$ cat src/rtl/lsu_pkg.sv
// Shared CPU definitions for the load/store unit: FSM states, RV32I width codes
// and the store-side lane/alignment helpers.
package lsu_pkg;

  typedef enum logic {
    IDLE   = 1'b0,
    ACCESS = 1'b1
  } lsu_state_e;

  localparam logic [2:0] LS_B  = 3'b000;
  localparam logic [2:0] LS_H  = 3'b001;
  localparam logic [2:0] LS_W  = 3'b010;
  localparam logic [2:0] LS_BU = 3'b100;
  localparam logic [2:0] LS_HU = 3'b101;

  // Reserved width codes (011/110/111) are reported as misaligned.
  function automatic logic ls_aligned(input logic [2:0] funct3, input logic [1:0] lo);
    case (funct3)
      LS_B, LS_BU: return 1'b1;
      LS_H, LS_HU: return ~lo[0];
      LS_W:        return (lo == 2'b00);
      default:     return 1'b0;
    endcase
  endfunction

  function automatic logic [3:0] ls_store_be(input logic [2:0] funct3, input logic [1:0] lo);
    case (funct3)
      LS_B, LS_BU: return 4'b0001 << lo;
      LS_H, LS_HU: return 4'b0011 << lo;
      default:     return 4'b1111;
    endcase
  endfunction

  function automatic logic [31:0] ls_store_data(input logic [2:0] funct3, input logic [31:0] wdata);
    case (funct3)
      LS_B, LS_BU: return {4{wdata[7:0]}};
      LS_H, LS_HU: return {2{wdata[15:0]}};
      default:     return wdata;
    endcase
  endfunction

endpackage

$ cat src/rtl/lsu_load_extend.sv
// Picks the addressed byte/half out of a raw read word and sign- or zero-extends
// it according to the load width code.
module load_extend
  import lsu_pkg::*;
(
  input  logic [31:0] word_i,
  input  logic [1:0]  off_i,
  input  logic [2:0]  funct3_i,
  output logic [31:0] data_o
);

  logic [7:0]  byte_sel;
  logic [15:0] half_sel;

  always_comb begin
    case (off_i)
      2'd0:    byte_sel = word_i[7:0];
      2'd1:    byte_sel = word_i[15:8];
      2'd2:    byte_sel = word_i[23:16];
      default: byte_sel = word_i[31:24];
    endcase
    half_sel = off_i[1] ? word_i[31:16] : word_i[15:0];
  end

  always_comb begin
    case (funct3_i)
      LS_B:    data_o = {{24{byte_sel[7]}}, byte_sel};
      LS_BU:   data_o = {24'h000000, byte_sel};
      LS_H:    data_o = {{16{half_sel[15]}}, half_sel};
      LS_HU:   data_o = {16'h0000, half_sel};
      default: data_o = word_i;
    endcase
  end

endmodule

$ cat src/rtl/lsu.sv
// RV32I load/store unit: accepts one access from execute, holds the memory
// request until acknowledged, then returns a formatted result with a done pulse.
module lsu
  import lsu_pkg::*;
(
  input  logic        clk_i,
  input  logic        rst_i,
  input  logic        valid_i,
  input  logic [31:0] addr_i,
  input  logic [31:0] wdata_i,
  input  logic        we_i,
  input  logic [2:0]  funct3_i,
  output logic        busy_o,
  output logic        done_o,
  output logic [31:0] rdata_o,
  output logic        misalign_o,
  output logic        mem_req_o,
  output logic        mem_we_o,
  output logic [31:0] mem_addr_o,
  output logic [31:0] mem_wdata_o,
  output logic [3:0]  mem_be_o,
  input  logic        mem_ack_i,
  input  logic [31:0] mem_rdata_i
);

  lsu_state_e  state_q, state_d;
  logic [31:0] addr_q, addr_d;
  logic [31:0] wdata_q, wdata_d;
  logic        we_q, we_d;
  logic [2:0]  funct3_q, funct3_d;
  logic        done_q, done_d;
  logic        misalign_q, misalign_d;
  logic [31:0] rdata_q, rdata_d;
  logic [31:0] load_data;

  load_extend u_load_extend (
    .word_i   (mem_rdata_i),
    .off_i    (addr_q[1:0]),
    .funct3_i (funct3_q),
    .data_o   (load_data)
  );

  always_comb begin
    state_d    = state_q;
    addr_d     = addr_q;
    wdata_d    = wdata_q;
    we_d       = we_q;
    funct3_d   = funct3_q;
    rdata_d    = rdata_q;
    done_d     = 1'b0;
    misalign_d = 1'b0;
    case (state_q)
      IDLE: begin
        if (valid_i) begin
          if (ls_aligned(funct3_i, addr_i[1:0])) begin
            addr_d   = addr_i;
            wdata_d  = wdata_i;
            we_d     = we_i;
            funct3_d = funct3_i;
            state_d  = ACCESS;
          end else begin
            done_d     = 1'b1;
            misalign_d = 1'b1;
            rdata_d    = 32'h0;
          end
        end
      end
      ACCESS: begin
        // Stores never expose whatever the memory drives on the read bus.
        if (mem_ack_i) begin
          state_d = IDLE;
          done_d  = 1'b1;
          rdata_d = we_q ? 32'h0 : load_data;
        end
      end
      default: state_d = IDLE;
    endcase
  end

  always_ff @(posedge clk_i or posedge rst_i) begin
    if (rst_i) begin
      state_q    <= IDLE;
      addr_q     <= 32'h0;
      wdata_q    <= 32'h0;
      we_q       <= 1'b0;
      funct3_q   <= 3'b000;
      done_q     <= 1'b0;
      misalign_q <= 1'b0;
      rdata_q    <= 32'h0;
    end else begin
      state_q    <= state_d;
      addr_q     <= addr_d;
      wdata_q    <= wdata_d;
      we_q       <= we_d;
      funct3_q   <= funct3_d;
      done_q     <= done_d;
      misalign_q <= misalign_d;
      rdata_q    <= rdata_d;
    end
  end

  assign busy_o      = (state_q == ACCESS);
  assign done_o      = done_q;
  assign misalign_o  = misalign_q;
  assign rdata_o     = rdata_q;
  assign mem_req_o   = busy_o;
  assign mem_we_o    = busy_o & we_q;
  assign mem_addr_o  = {addr_q[31:2], 2'b00};
  assign mem_be_o    = we_q ? ls_store_be(funct3_q, addr_q[1:0]) : 4'b1111;
  assign mem_wdata_o = ls_store_data(funct3_q, wdata_q);

endmodule

$ cat config.mk
export PLATFORM = sky130hd
export DESIGN_NAME = lsu
export DESIGN_NICKNAME = d
export VERILOG_FILES = /design/src/rtl/lsu_pkg.sv /design/src/rtl/lsu_load_extend.sv /design/src/rtl/lsu.sv
export SDC_FILE = /design/constraint.sdc
export NUM_CORES = 1
export LEC_CHECK = 0
export BUFFER_PORTS_ARGS = -buffer_cell sky130_fd_sc_hd__clkbuf_2
export CAP_MARGIN = 15
export CELL_PAD_IN_SITES_DETAIL_PLACEMENT = 1
export CELL_PAD_IN_SITES_GLOBAL_PLACEMENT = 2
export CORE_ASPECT_RATIO = 1.25
export CORE_UTILIZATION = 32
export DETAILED_ROUTE_END_ITERATION = 10
export MAX_ROUTING_LAYER = met4
export PLACE_DENSITY_LB_ADDON = 0.1
export SLEW_MARGIN = 0
export SYNTH_ARGS = -nofsm -noshare
export SYNTH_HDL_FRONTEND = slang
export SYNTH_SLANG_ARGS = --single-unit
$ cat constraint.sdc
create_clock -name clk_i -period 7.31 [get_ports clk_i]
set_input_delay 0.3655 -clock clk_i [delete_from_list [all_inputs] [get_ports clk_i]]
set_output_delay 0.3655 -clock clk_i [all_outputs]
set_load 0.005 [all_outputs]
# Word level (Yosys, flattened, before mapping)
# Cells that the tools add are included.
dict set report totals {
  regBits 103
  elab_cells 58
  output_inout_bits 105
  inputBits 104
}
dict set report op_classes {
  mux 23
  n_bitwise 3
  n_shift 2
  n_reduce_logical 10
  eq_ne 12
}
# cell n
set op_table {}
lappend op_table {{$mux W32} 4}
lappend op_table {{$pmux W32 S2} 2}
lappend op_table {{$pmux W32 S4} 1}
lappend op_table {{$pmux W8 S3} 1}
lappend op_table {{$mux W16} 1}
lappend op_table {{$eq A3 B3 Y1 const B} 4}
lappend op_table {{$mux W1} 9}
lappend op_table {{$pmux W4 S2} 1}
lappend op_table {{$reduce_or A2 Y1} 4}
lappend op_table {{$eq A3 B1 Y1 const B} 2}
lappend op_table {{$logic_not A3 Y1} 2}
lappend op_table {{$ne A2 B2 Y1 const B} 3}
lappend op_table {{$reduce_and A3 Y1} 2}
lappend op_table {{$logic_not A2 Y1} 2}
lappend op_table {{$mux W4} 1}
lappend op_table {{$pmux W1 S2} 2}
lappend op_table {{$shl A1 B2 Y4 const A} 1}
lappend op_table {{$shl A2 B2 Y4 const A} 1}
lappend op_table {{$eq A3 B2 Y1 const B} 1}
lappend op_table {{$pmux W1 S3} 1}
lappend op_table {{$eq A2 B1 Y1 const B} 1}
lappend op_table {{$eq A2 B2 Y1 const B} 1}
lappend op_table {{$not A1 Y1} 2}
lappend op_table {{$and A1 B1 Y1} 1}

# Longest topological paths before layout
dict set report logic_depth {
  depth_word 8
  ltp_mapped 6
  ltp_nobuf 4
}

# Modules after synthesis
# Synthesis repeated with hierarchy kept, for this count alone.
dict set report unflattened {
  cells_unflattened 537
  area_unflattened_um2 5938.2
}
# module area_each_um2 cells_per_inst instances seq_area_each_um2
set by_module_without_submodules {}
lappend by_module_without_submodules {lsu 4968.5 404 1 2577.5}
lappend by_module_without_submodules {load_extend 969.7 133 1 0.0}

# Worst setup path before layout
# OpenSTA, ideal clock, no wires.
dict set report synth_timing {
  path_type {register -> output}
  from {register funct3_q[0]}
  to {output port mem_wdata_o[11]}
  required_time_ns 6.944
  setup_slack_ns 5.488
  stages_incl_launch_ff 5
  t_arrival_ns 1.456
  path_cell_list {dfrtp_1 > buf_2 > nor2_1 > buf_2 > mux2_2}
}
dict set report synth_between {
  elab_chain_len 3
  elab_cells_between_ends 7
}
# element line_no
set synth_rtl {}
lappend synth_rtl {{from (decl)} lsu.sv:30} ;# logic [2:0] funct3_q, funct3_d;
lappend synth_rtl {{from (signal assigned)} lsu.sv:95} ;# funct3_q <= funct3_d;
lappend synth_rtl {{$eq A3 B1 Y1 (tied with other cells)} lsu_pkg.sv:35} ;# case (funct3)
lappend synth_rtl {{$reduce_or A2 Y1} lsu_pkg.sv:35}
lappend synth_rtl {{$pmux W32 S2 (*)} lsu_pkg.sv:35}
lappend synth_rtl {{to (decl)} lsu.sv:20} ;# output logic [31:0] mem_wdata_o,
# Mark *: on every way between the ends. The rest lies on a longest branch, timed or not.

# Worst setup path in the final report
dict set report layout_timing {
  from {register funct3_q[1]}
  to {output port mem_wdata_o[9]}
}
# Same word-level chain as after synthesis.

==> reports/results.tsv <==
metric	value	unit
largest family of logic cells by synthesized area	multiplexers	
clk_lat worst skew	0.36	ns
Finished Cell Area	6350	um2
Max-Cap Viols	0	
WP data arrival	2.18	ns
Clock transition at path regs	0.07	ns
Mean Syn Cell Area	12.2	um2
hold_buf cts	0	
final cell count without fillers	790	
#FFs+latches synth	103	
Crit path max-delay family	flip-flops	
critical path's largest stage delay	1.08	ns
DPL Wire Length	10.1	mm
Reg area	2580	um2
Mapped Cells	420	
synth warn	0	
Worst Hold Class	in2async	
drt wl/cell	17.4	um
mux cell area share after synthesis	21.7	%
Crit path required time	6.94	ns
simple-gate portion of the synthesized area	5.56	%
Main synth FF type	dfrtp_1	
Nets	678	
All-Layer GR Usage	17.8	%
crit-path max FO	56	
initial antenna violation count	0	
grt total ovfl	0	
Pwr Total	2.01	mW
register area share after synthesis	50.2	%
fraction of layout cells with a size suffix above 1	55.0	%
critical path class	reg2out	
Die Y	144	um
DRT iter0 DRCs	87	
unrepaired setup endpoints after global routing	no	
die width	115	um
CTS H-tree lvls	3	
EDFF count, synth	0	
core area	15600	um2
Setup TNS	0	ns
Post-Synth Adder-Cell Area	0	%
Mapped Area	5130	um2
Root Driver	clkbuf_16	
Starting Density	32.8	%
Leakage Power	3.11	nW
DR vias/cell	4.72	
Resize count post-CTS	0	
async set-reset flop share out of synthesis	100	%
Clock Skew	0.00731	ns
postcts setup bufs	0	
pwr/cell area	316	nW/um2
Max Fclk	393	MHz
CP Cell Sequence	nor2_1 -> buf_4 -> mux2_2 -> clkbuf_2	
Final min period	2.55	ns
routed via count	3731	
Peak VDD IR	0.000133	V
crit share post-route	34.9	%
status	finished, final reports clean	
clk sink count	103	
worst-margin pin slew	1.07	ns
port bufs	206	
Critical Path Sink Type	primary output	
startpoint types	flip-flop	
Post-DRT Antenna Nets	0	
final hold slack	0.0872	ns
area of the multi-input gates	2100	um2
Remaining DRCs	0	
largest net degree at the start of global routing	70	
CTS tree	done	
IO Count	209	
Num CTS Buffers	9	
post-synthesis xor/xnor area fraction	0	%
Worst Path Buf+Inv	2	
Final Wtd Congestion	0.767	
area delta synth->final	23.8	%
fillcell total	1764	
CP max-delay cell	dfrtp_2	
Placed Cells	775	
vias in the first global route	3944	
relative slew slack	28.5	%
final hold vios	0	
placed cell areas	6030	um2
max-slew violations	0	
Bufs on Longest Clock Path	2	
Yosys cell types	40	
row count	51	
ant diodes	0	
Synth Area in Compound Gates	13.4	%
Die Footprint	16500	um2
first-pass GRT wire length	21.5	mm
DR pass1 iterations	4	
Detailed Route WL	13.7	mm
setup violators final	0	
cell usage after synthesis (6+ instances only):
| library cell | n | share of area (%) |
|---|---|---|
| and2_1 | 6 | 0.73 |
| o2bb2ai_1 | 16 | 2.7 |
| a21oi_1 | 6 | 0.59 |
| inv_1 | 6 | 0.44 |
| o21ai_0 | 25 | 2.4 |
| o21a_1 | 6 | 0.88 |
| a211oi_1 | 6 | 0.88 |
| mux2_2 | 78 | 17 |
| nand2_1 | 11 | 0.80 |
| buf_2 | 12 | 1.2 |
| dfrtp_1 | 103 | 50 |
| buf_4 | 41 | 6.0 |
| nand2b_1 | 19 | 2.3 |
| mux2_4 | 9 | 2.6 |
| clkbuf_1 | 10 | 0.73 |
| a22o_1 | 19 | 3.2 |
| mux2i_1 | 10 | 2.0 |
logic make-up after synthesis:
kind of cell           after synthesis
AOI/OAI and AO/OA                   94
buffers and inverters               74
DFF                                103
muxes                               97
other                                1
and+or+nand+nor                     51
registers in the layout, summed over array words and instances, names as in the netlist:
register,flops
addr_q,32
rdata_o,32
wdata_q,32
funct3_q,3
busy_o,1
done_o,1
misalign_o,1
we_q,1
layout by cell type, fill, tap and decap left out, types with 9 or more instances in the layout:
cell type,n
mux2_2,78
mux2i_1,10
a22o_1,19
o2bb2ai_1,16
clkbuf_2,206
nand2b_1,19
o21ai_0,25
clkbuf_16,9
dfrtp_1,102
nand2_1,11
mux2_4,9
where the power goes:
part | internal [mW] | switching [mW] | total (mW)
sequential | 0.717 | 0.142 | 0.859
combinational | 0.350 | 0.266 | 0.616
clock | 0.308 | 0.223 | 0.531
total | 1.38 | 0.631 | 2.01
final timing paths:
kind	end	cells past startpoint	from	slack, ns
max	mem_wdata_o[9]	4	funct3_q[1]$_DFFE_PP0P_	4.76
min	addr_q[31]$_DFFE_PP0P_	2	rst_i	0.09
max reg2reg	rdata_o[15]$_DFFE_PP0P_	5	funct3_q[1]$_DFFE_PP0P_	4.97
min reg2reg	rdata_o[15]$_DFFE_PP0P_	1	rdata_o[15]$_DFFE_PP0P_	0.50
max in group asynchronous	addr_q[22]$_DFFE_PP0P_	3	rst_i	6.06
min in group clk_i	busy_o$_DFF_PP0_	2	mem_ack_i	0.22
layer usage:
layer  GRT usage [%]  routed length [um]  part of all wire [%]
met5               -                   0                     0
met4            6.84                 217                   1.6
met3            4.30                 857                   6.2
met2            29.5                7090                    52
met1            20.7                5570                    41
layout make-up:
class	instances	share of cell area, %
well taps	212	4.18
flip-flops and latches	103	40.6
multi-input cells	244	33.1
inverters	7	0.453
repair buffers	209	16.6
clock buffers	10	3.76
clock inverters	5	1.28
through the flow:
| stage | util, % | worst slack [ns] |
|---|---|---|
| floorplan | - | 4.24 |
| global placement | 38.6 | 4.80 |
| detailed placement | 38.6 | 4.72 |
| CTS | 40.6 | 4.71 |
| global route | 40.6 | 4.57 |
| finish | 40.6 | 4.76 |
Power figures use the tool's default switching activity.
